**config.mk**
```make
export PLATFORM = sky130hd
export DESIGN_NAME = mesh_term_inject_arb
export DESIGN_NICKNAME = d
export VERILOG_FILES = /design/src/rtl/mesh_term_inject_arb.sv
export SDC_FILE = /design/constraint.sdc
export NUM_CORES = 1
export LEC_CHECK = 0
export CAP_MARGIN = 20
export CORE_MARGIN = 8
export CORE_UTILIZATION = 30
export DETAILED_ROUTE_END_ITERATION = 8
export PLACE_DENSITY = 0.76
export SLEW_MARGIN = 10
export SYNTH_ARGS = -nofsm -noshare
export SYNTH_HDL_FRONTEND = slang
export SYNTH_SLANG_ARGS = --single-unit
```
**constraint.sdc**
```tcl
create_clock -name clk -period 3.9 [get_ports clk]
set_input_delay 1.17 -clock clk [delete_from_list [all_inputs] [get_ports clk]]
set_output_delay 1.17 -clock clk [all_outputs]
set_load 0.02 [all_outputs]
```
**src/rtl/mesh_term_inject_arb.sv**
```systemverilog
// Round-robin injection arbiter feeding one mesh terminal input port.
// Optional per-source grant counters: define MESH_TERM_ARB_STATS_EN.
module mesh_term_inject_arb #(
    parameter int N_REQ     = 4,
    parameter int PAKG_SIZE = 32,
    parameter int ID_W      = $clog2(N_REQ)
) (
    input  logic                       clk,
    input  logic                       reset,
    input  logic                       enable,
    input  logic [N_REQ-1:0]           req_pndng,
    input  logic [N_REQ*PAKG_SIZE-1:0] req_data,
    output logic [N_REQ-1:0]           req_pop,
    output logic                       pndng_i_in,
    output logic [PAKG_SIZE-1:0]       data_out_i_in,
    input  logic                       popin,
    output logic [ID_W-1:0]            grant_id,
    output logic                       proto_err
`ifdef MESH_TERM_ARB_STATS_EN
    ,
    output logic [N_REQ*16-1:0]        grant_cnt
`endif
);

    typedef enum logic {
        IDLE,
        HOLD
    } state_t;

    state_t              state;
    state_t              state_nxt;
    logic [ID_W-1:0]     rr_ptr;
    logic [ID_W-1:0]     win;
    logic                found;
    logic                grant;
    logic [PAKG_SIZE-1:0] win_data;

    // First pending source after the last winner, wrapping mod N_REQ.
    always_comb begin
        int idx;
        logic [ID_W-1:0] cand;
        found = 1'b0;
        win   = '0;
        idx   = 0;
        cand  = '0;
        for (int k = 1; k <= N_REQ; k++) begin
            idx  = (int'(rr_ptr) + k) % N_REQ;
            cand = ID_W'(idx);
            if (!found && req_pndng[cand]) begin
                found = 1'b1;
                win   = cand;
            end
        end
    end

    assign win_data = req_data[win*PAKG_SIZE +: PAKG_SIZE];

    always_comb begin
        grant     = 1'b0;
        state_nxt = state;
        req_pop   = '0;
        if (!reset && enable && found)
            grant = (state == IDLE) || popin;
        unique case (state)
            IDLE: if (grant) state_nxt = HOLD;
            HOLD: if (popin && !grant) state_nxt = IDLE;
            default: state_nxt = IDLE;
        endcase
        if (grant)
            req_pop[win] = 1'b1;
    end

    assign pndng_i_in = (state == HOLD);

    always_ff @(posedge clk) begin
        if (reset) begin
            state         <= IDLE;
            rr_ptr        <= ID_W'(N_REQ - 1);
            data_out_i_in <= '0;
            grant_id      <= '0;
            proto_err     <= 1'b0;
        end else begin
            state <= state_nxt;
            if (grant) begin
                data_out_i_in <= win_data;
                grant_id      <= win;
                rr_ptr        <= win;
            end
            if (popin && state == IDLE)
                proto_err <= 1'b1;
        end
    end

`ifdef MESH_TERM_ARB_STATS_EN
    logic [15:0] cnt [N_REQ];

    always_ff @(posedge clk) begin
        if (reset) begin
            for (int i = 0; i < N_REQ; i++)
                cnt[i] <= '0;
        end else if (grant && cnt[win] != 16'hFFFF) begin
            cnt[win] <= cnt[win] + 16'd1;
        end
    end

    for (genvar g = 0; g < N_REQ; g++) begin : g_cnt
        assign grant_cnt[g*16 +: 16] = cnt[g];
    end
`endif

endmodule

```
==> results of run 1 <==
final timing paths:
| kind | from | end | slack, ps | cells past startpoint |
|---|---|---|---|---|
| worst max register to register | rr_ptr[0] | data_out_i_in[3] | 1830 | 6 |
| worst min-delay path | grant_id[1] | grant_id[1] | 450 | 2 |
| worst max-delay path | req_pndng[1] | req_pop[3] | 70 | 6 |
| worst min register to register | grant_id[1] | grant_id[1] | 450 | 2 |
power by group through the flow:
stage	Clock [mW]	Sequential [mW]	Combinational [mW]
finish	0.287	0.455	0.602
global route	0.323	0.461	0.642
CTS	0.305	0.456	0.601
detailed placement	0	0.464	0.598
global placement	0	0.462	0.588
floorplan	0	0.512	0.264
registers in the layout, summed over array words and instances (netlist names):
register and flops:
proto_err 1, grant_id 2, pndng_i_in 1, rr_ptr 2, data_out_i_in 32
Yosys cell counts, types with 2 or more instances:
master     n  area [sq um]
nand4_1   32           200
o21ai_1    2          10.0
clkbuf_1  17          63.8
a21oi_1    2          10.0
nor2b_1    2          12.5
o31ai_1   32           240
a21oi_2    2          17.5
inv_1      3          11.3
a211o_1   32           280
mux2i_1   33           330
nor3_1     2          10.0
o211ai_1   4          30.0
dfxtp_1   38           761
buf_2      3          15.0
nor2_1     7          26.3
buf_4      4          30.0
o21a_1     2          15.0
nand2b_1   3          18.8
nand2_1   36           135
buf_6     10           113
o211ai_2  28           350
cell type report:
cell class / count / area (sq um) / share of cell area
Timing Repair Buffer: 193 / 1870 / 0.395
Multi-Input combinational cell: 231 / 1860 / 0.393
Sequential cell: 38 / 761 / 0.161
Tap cell: 111 / 139 / 0.0293
Clock buffer: 7 / 86.3 / 0.0182
Inverter: 3 / 11.3 / 0.00238
Clock inverter: 1 / 5.00 / 0.00106
metal layers:
metal	part of all wire	up-vias
li1	-	1537
met1	0.39	1530
met2	0.50	142
met3	0.085	23
met4	0.018	0
met5	0	-
kinds of logic after synthesis:
group,count (synthesis),synth area share
compound gates,108,0.350
simple gates,90,0.177
flops,38,0.271
buf+inv,38,0.0844
mux,33,0.118
metrics by stage:
step | cell area [sq um] | utilization | cells
detailed placement | 4620 | 0.505 | 575
finish | 4730 | 0.517 | 584
global route | 4730 | 0.517 | 584
floorplan | 2800 | - | 307
global placement | 4620 | 0.505 | 575
CTS | 4710 | 0.514 | 584
timing repair:
item | in CTS | in global routing
setup endpoints to repair | 4 | 4
resized for setup | 20 | 7
hold endpoints to repair | 0 | 0
pin swaps | 1 | 0
setup buffers | 1 | 0
layout by cell type, fill, tap and decap left out, drive strengths merged:
| cell type | synthesis | routed |
|---|---|---|
| inv | 3 | 3 |
| buf | 18 | 22 |
| a21o | 1 | 1 |
| a211oi | 1 | 1 |
| nand2 | 37 | 37 |
| nand3 | 2 | 2 |
| clkinv | 0 | 1 |
| o21a | 2 | 2 |
| nor2b | 2 | 2 |
| o211ai | 32 | 32 |
| o21ai | 3 | 3 |
| nor3 | 3 | 3 |
| o31ai | 32 | 32 |
| dfxtp | 38 | 38 |
| mux2i | 33 | 33 |
| clkbuf | 17 | 7 |
| nand2b | 3 | 3 |
| clkdlybuf4s50 | 0 | 171 |
| a211o | 32 | 32 |
| o22ai | 1 | 1 |
| and3 | 1 | 1 |
| nor2 | 9 | 9 |
| a21oi | 4 | 4 |
| nand4 | 32 | 32 |
| or4 | 1 | 1 |
worst reg2reg max path: cells and delay by family (launching register included):
| kind | cells | cell delay, ps |
|---|---|---|
| AOI/OAI and AO/OA | 2 | 330 |
| muxes | 1 | 360 |
| and+or+nand+nor | 2 | 340 |
| DFF | 1 | 390 |
| buffers and inverters | 1 | 530 |
==> results_dict.tcl, run 1 <==
set metrics [dict create \
    wl_um 12000 \
    syn_nets 443 \
    ys_seq_area_frac 0.271 \
    rsz0062_at_grt "yes" \
    slowest_delay_ps 550 \
    numPortBuffers 175 \
    place_congestion 0.808 \
    first_pass_iters 4 \
    pre_cts_ws_ps -448 \
    setup_viol 0 \
    grt_pass1_vias 3426 \
    dp_hpwl_um 8390 \
    swShare 0.341 \
    slowest_stage "or4_4" \
    placementRows 35 \
    grt_use_met1 0.195 \
    area_growth_pct 68.9 \
    gr-max-usage-layer "met2" \
    antenna_found_initial 0 \
    worstSetupStartpointType "input port" \
    finalSetupTns_ps 0 \
    avgViaCountPerCell 5.53 \
    routedWlPerCell_um 20.5 \
    cts_root_buf "clkbuf_8" \
    cts_hold_buffers 0 \
    grt_max_degree 35 \
    slew_violations 0 \
    grt_overflow 0 \
    setup_ws_ps 72.4 \
    cp_num_buf_inv 2 \
    required_ps 2730 \
    hold_viol_final 0 \
    path_clk_slew_ps 70 \
    crit_type "in -> out" \
    clock_path_buffers 2 \
    synth_async_sr_flop_share 0 \
    clockPowerShare 0.214 \
    post-route-period-util 0.981 \
    die_h_um 113 \
    drv_cap 0 \
    drive_above_1_share 0.154 \
    combPwrFrac 0.448 \
    total_power_mw 1.34 \
    n_fill_cell 866 \
    io_pins 176 \
    cts_tree "built" \
    num_vias 3232 \
    drc_errors 0 \
    power_switching_mw 0.458 \
    hp-class "reg -> reg" \
    numCtsBuffers 5 \
    crit_family "simple AND/OR/NAND/NOR gates" \
    first_iter_violations 121 \
    start_util 0.306 \
    crit_path_end_kind "primary output" \
    arrival_ps 2660 \
    synth-edff-count 0 \
    grtUsageMet2 0.324 \
    synth_flop_cell "dfxtp_1" \
    grtUsageTotal 0.180 \
    cts_sinks 38 \
    skew_ps 7.25 \
    fp.coreArea_sq_mm 0.00915 \
    ir_worst_vdd_v 0.000144 \
    synth_area_sq_mm 0.00280 \
    synth_seq_cells 38 \
    dieArea_sq_mm 0.0127 \
    outcome "completed" \
    seqPwrFrac 0.339 \
    final_antenna_net_count 0 \
    p_leak_nw 1.91 \
    fp.dieW_um 113 \
    ys_types 34 \
    nets 608 \
    clock_latency_ps 290 \
    grtUsageMet3 0.0623 \
    cellPowerDensity_mw_per_mm2 284 \
    max_freq_mhz 261 \
    critPathMaxFanout 3 \
    p_int_mw 0.886 \
    netlist_instances 307 \
    diodes 0 \
    ctsHtreeMaxLevel 2 \
    cp_cell_sequence "clkdlybuf4s50_1 > or4_4 > and3_4 > nand3_4 > nor2_1 > buf_2" \
    whs_ps 445 \
    tightest_slew_ps 575 \
    avgSynthCellArea_sq_um 9.13 \
    yosysWarningCount 0 \
    grt_pass1_wl_um 18600 \
    relSlewSlack 0.616 \
    fin_crit_ps 3830 \
]
(Power assumes the default switching activity.)
==> inputs of run 2 (changes only) <==
Settings changed: PLACE_DENSITY 0.76 to 0.67.
==> run 2 against run 1 <==
Power grew 3.1%. Setup slack gained 21 ps. Core utilization grew 0.30 points. First-iteration DRC count shrank 5.0%. Combinational power shrank 1%. Global-route usage shrank 0.75 points. Wire length shrank 6.0%. Largest cell class unchanged. Die area is the same. Clock-buffer cell count is the same. Sequential power is essentially flat.
==> results_dict.tcl, run 2 (synthesized netlist as in run 1, its figures left out) <==
set metrics [dict create \
    grt_pass1_wl_um 17900 \
    relSlewSlack 0.617 \
    tightest_slew_ps 575 \
    cts_tree "built" \
    start_util 0.306 \
    placementRows 35 \
    first_pass_iters 5 \
    fp.coreArea_sq_mm 0.00915 \
    place_congestion 0.813 \
    diodes 0 \
    final_antenna_net_count 0 \
    path_clk_slew_ps 70 \
    required_ps 2730 \
    drive_above_1_share 0.156 \
    cellPowerDensity_mw_per_mm2 291 \
    grt_pass1_vias 3436 \
    rsz0062_at_grt "no" \
    avgViaCountPerCell 5.41 \
    final_cell_mix "clkdlybuf4s50_1 (171), dfxtp_1 (38), nand2_1 (36)" \
    critPathMaxFanout 4 \
    fin_crit_ps 3810 \
    total_power_mw 1.39 \
    first_iter_violations 115 \
    drv_cap 0 \
    area_growth_pct 69.9 \
    clock_latency_ps 290 \
    dieArea_sq_mm 0.0127 \
    ir_worst_vdd_v 0.000140 \
    p_leak_nw 1.92 \
    whs_ps 447 \
    ctsHtreeMaxLevel 2 \
    fp.dieW_um 113 \
    die_h_um 113 \
    slowest_stage "clkdlybuf4s50_1" \
    regMostFlops "data_out_i_in" \
    worstSetupStartpointType "input port" \
    post-route-period-util 0.976 \
    slew_violations 0 \
    skew_ps 10.0 \
    grt_max_degree 35 \
    cts_root_buf "clkbuf_8" \
    cts_hold_buffers 0 \
    routedWlPerCell_um 19.2 \
    outcome "completed" \
    n_fill_cell 862 \
    layout_commonest_cell "clkdlybuf4s50_1" \
    drc_errors 0 \
    grtUsageTotal 0.173 \
    wl_um 11200 \
    num_vias 3172 \
    setup_viol 0 \
    largest_reg_flops 32 \
    io_pins 176 \
    grt_overflow 0 \
    crit_path_end_kind "primary output" \
    max_freq_mhz 263 \
    nets 610 \
    largestRegisters "data_out_i_in x32, grant_id x2, rr_ptr x2" \
    arrival_ps 2640 \
    numPortBuffers 175 \
    cp_cell_sequence "clkdlybuf4s50_1 > or4_1 > and3_4 > nand3_4 > nor2_1 > buf_2" \
    numCtsBuffers 5 \
    hp-class "reg -> reg" \
    hold_viol_final 0 \
    crit_type "in -> out" \
    slowest_delay_ps 500 \
    antenna_found_initial 0 \
    clock_path_buffers 2 \
    dp_hpwl_um 8220 \
    cts_sinks 38 \
]
run 2: worst paths after layout:
check | start | to | slack [ps] | cells after the start
hold reg to reg | grant_id[1] | grant_id[1] | 450 | 2
setup reg to reg | rr_ptr[1] | data_out_i_in[6] | 2020 | 6
hold / removal | grant_id[1] | grant_id[1] | 450 | 2
setup / recovery | req_pndng[2] | req_pop[3] | 90 | 6
run 2: layer usage:
metal  vias to the layer above  GRT usage  wire (um)
met2                       143      0.296       5500
met1                      1472      0.197       4490
met5                         -          0          0
met4                         0     0.0531        260
met3                        20     0.0590        995
li1                       1537          -          -
run 2: stage by stage:
stage / cells / worst slack [ps] / TNS [ps] / util / area [sq um]
floorplan: 307 / 168 / 0 / - / 2800
detailed placement: 577 / -413 / -1630 / 0.507 / 4640
CTS: 585 / 5.49 / 0 / 0.519 / 4750
finish: 586 / 93.2 / 0 / 0.520 / 4760
global route: 586 / 21.2 / 0 / 0.520 / 4760
global placement: 577 / -407 / -1600 / 0.507 / 4640
run 2: repair_timing:
action                                  4_1_cts  5_1_grt
buffers inserted                              0        1
pin swaps                                     1        0
resized for setup                            20        6
hold endpoints to repair                      0        0
endpoints found under the setup margin        4        2
cloned                                        0        0
run 2: area by class of cell:
cell class | instances | area, sq um | share of cell area
Timing Repair Buffer | 195 | 1880 | 0.395
Inverter | 3 | 11.3 | 0.00236
Sequential cell | 38 | 761 | 0.160
Clock inverter | 1 | 30.0 | 0.00631
Multi-Input combinational cell | 231 | 1860 | 0.391
Tap cell | 111 | 139 | 0.0292
Clock buffer | 7 | 76.3 | 0.0160
run 2: power breakdown:
part	internal [mW]	switching, mW
Clock	0.192	0.143
Combinational	0.313	0.283
Sequential	0.431	0.0235
Total	0.936	0.450
run 2: worst max-delay path: cells and delay by family:
family	cells	cell delay (ps)
buffers and inverters	2	660
AND/OR/NAND/NOR	4	800
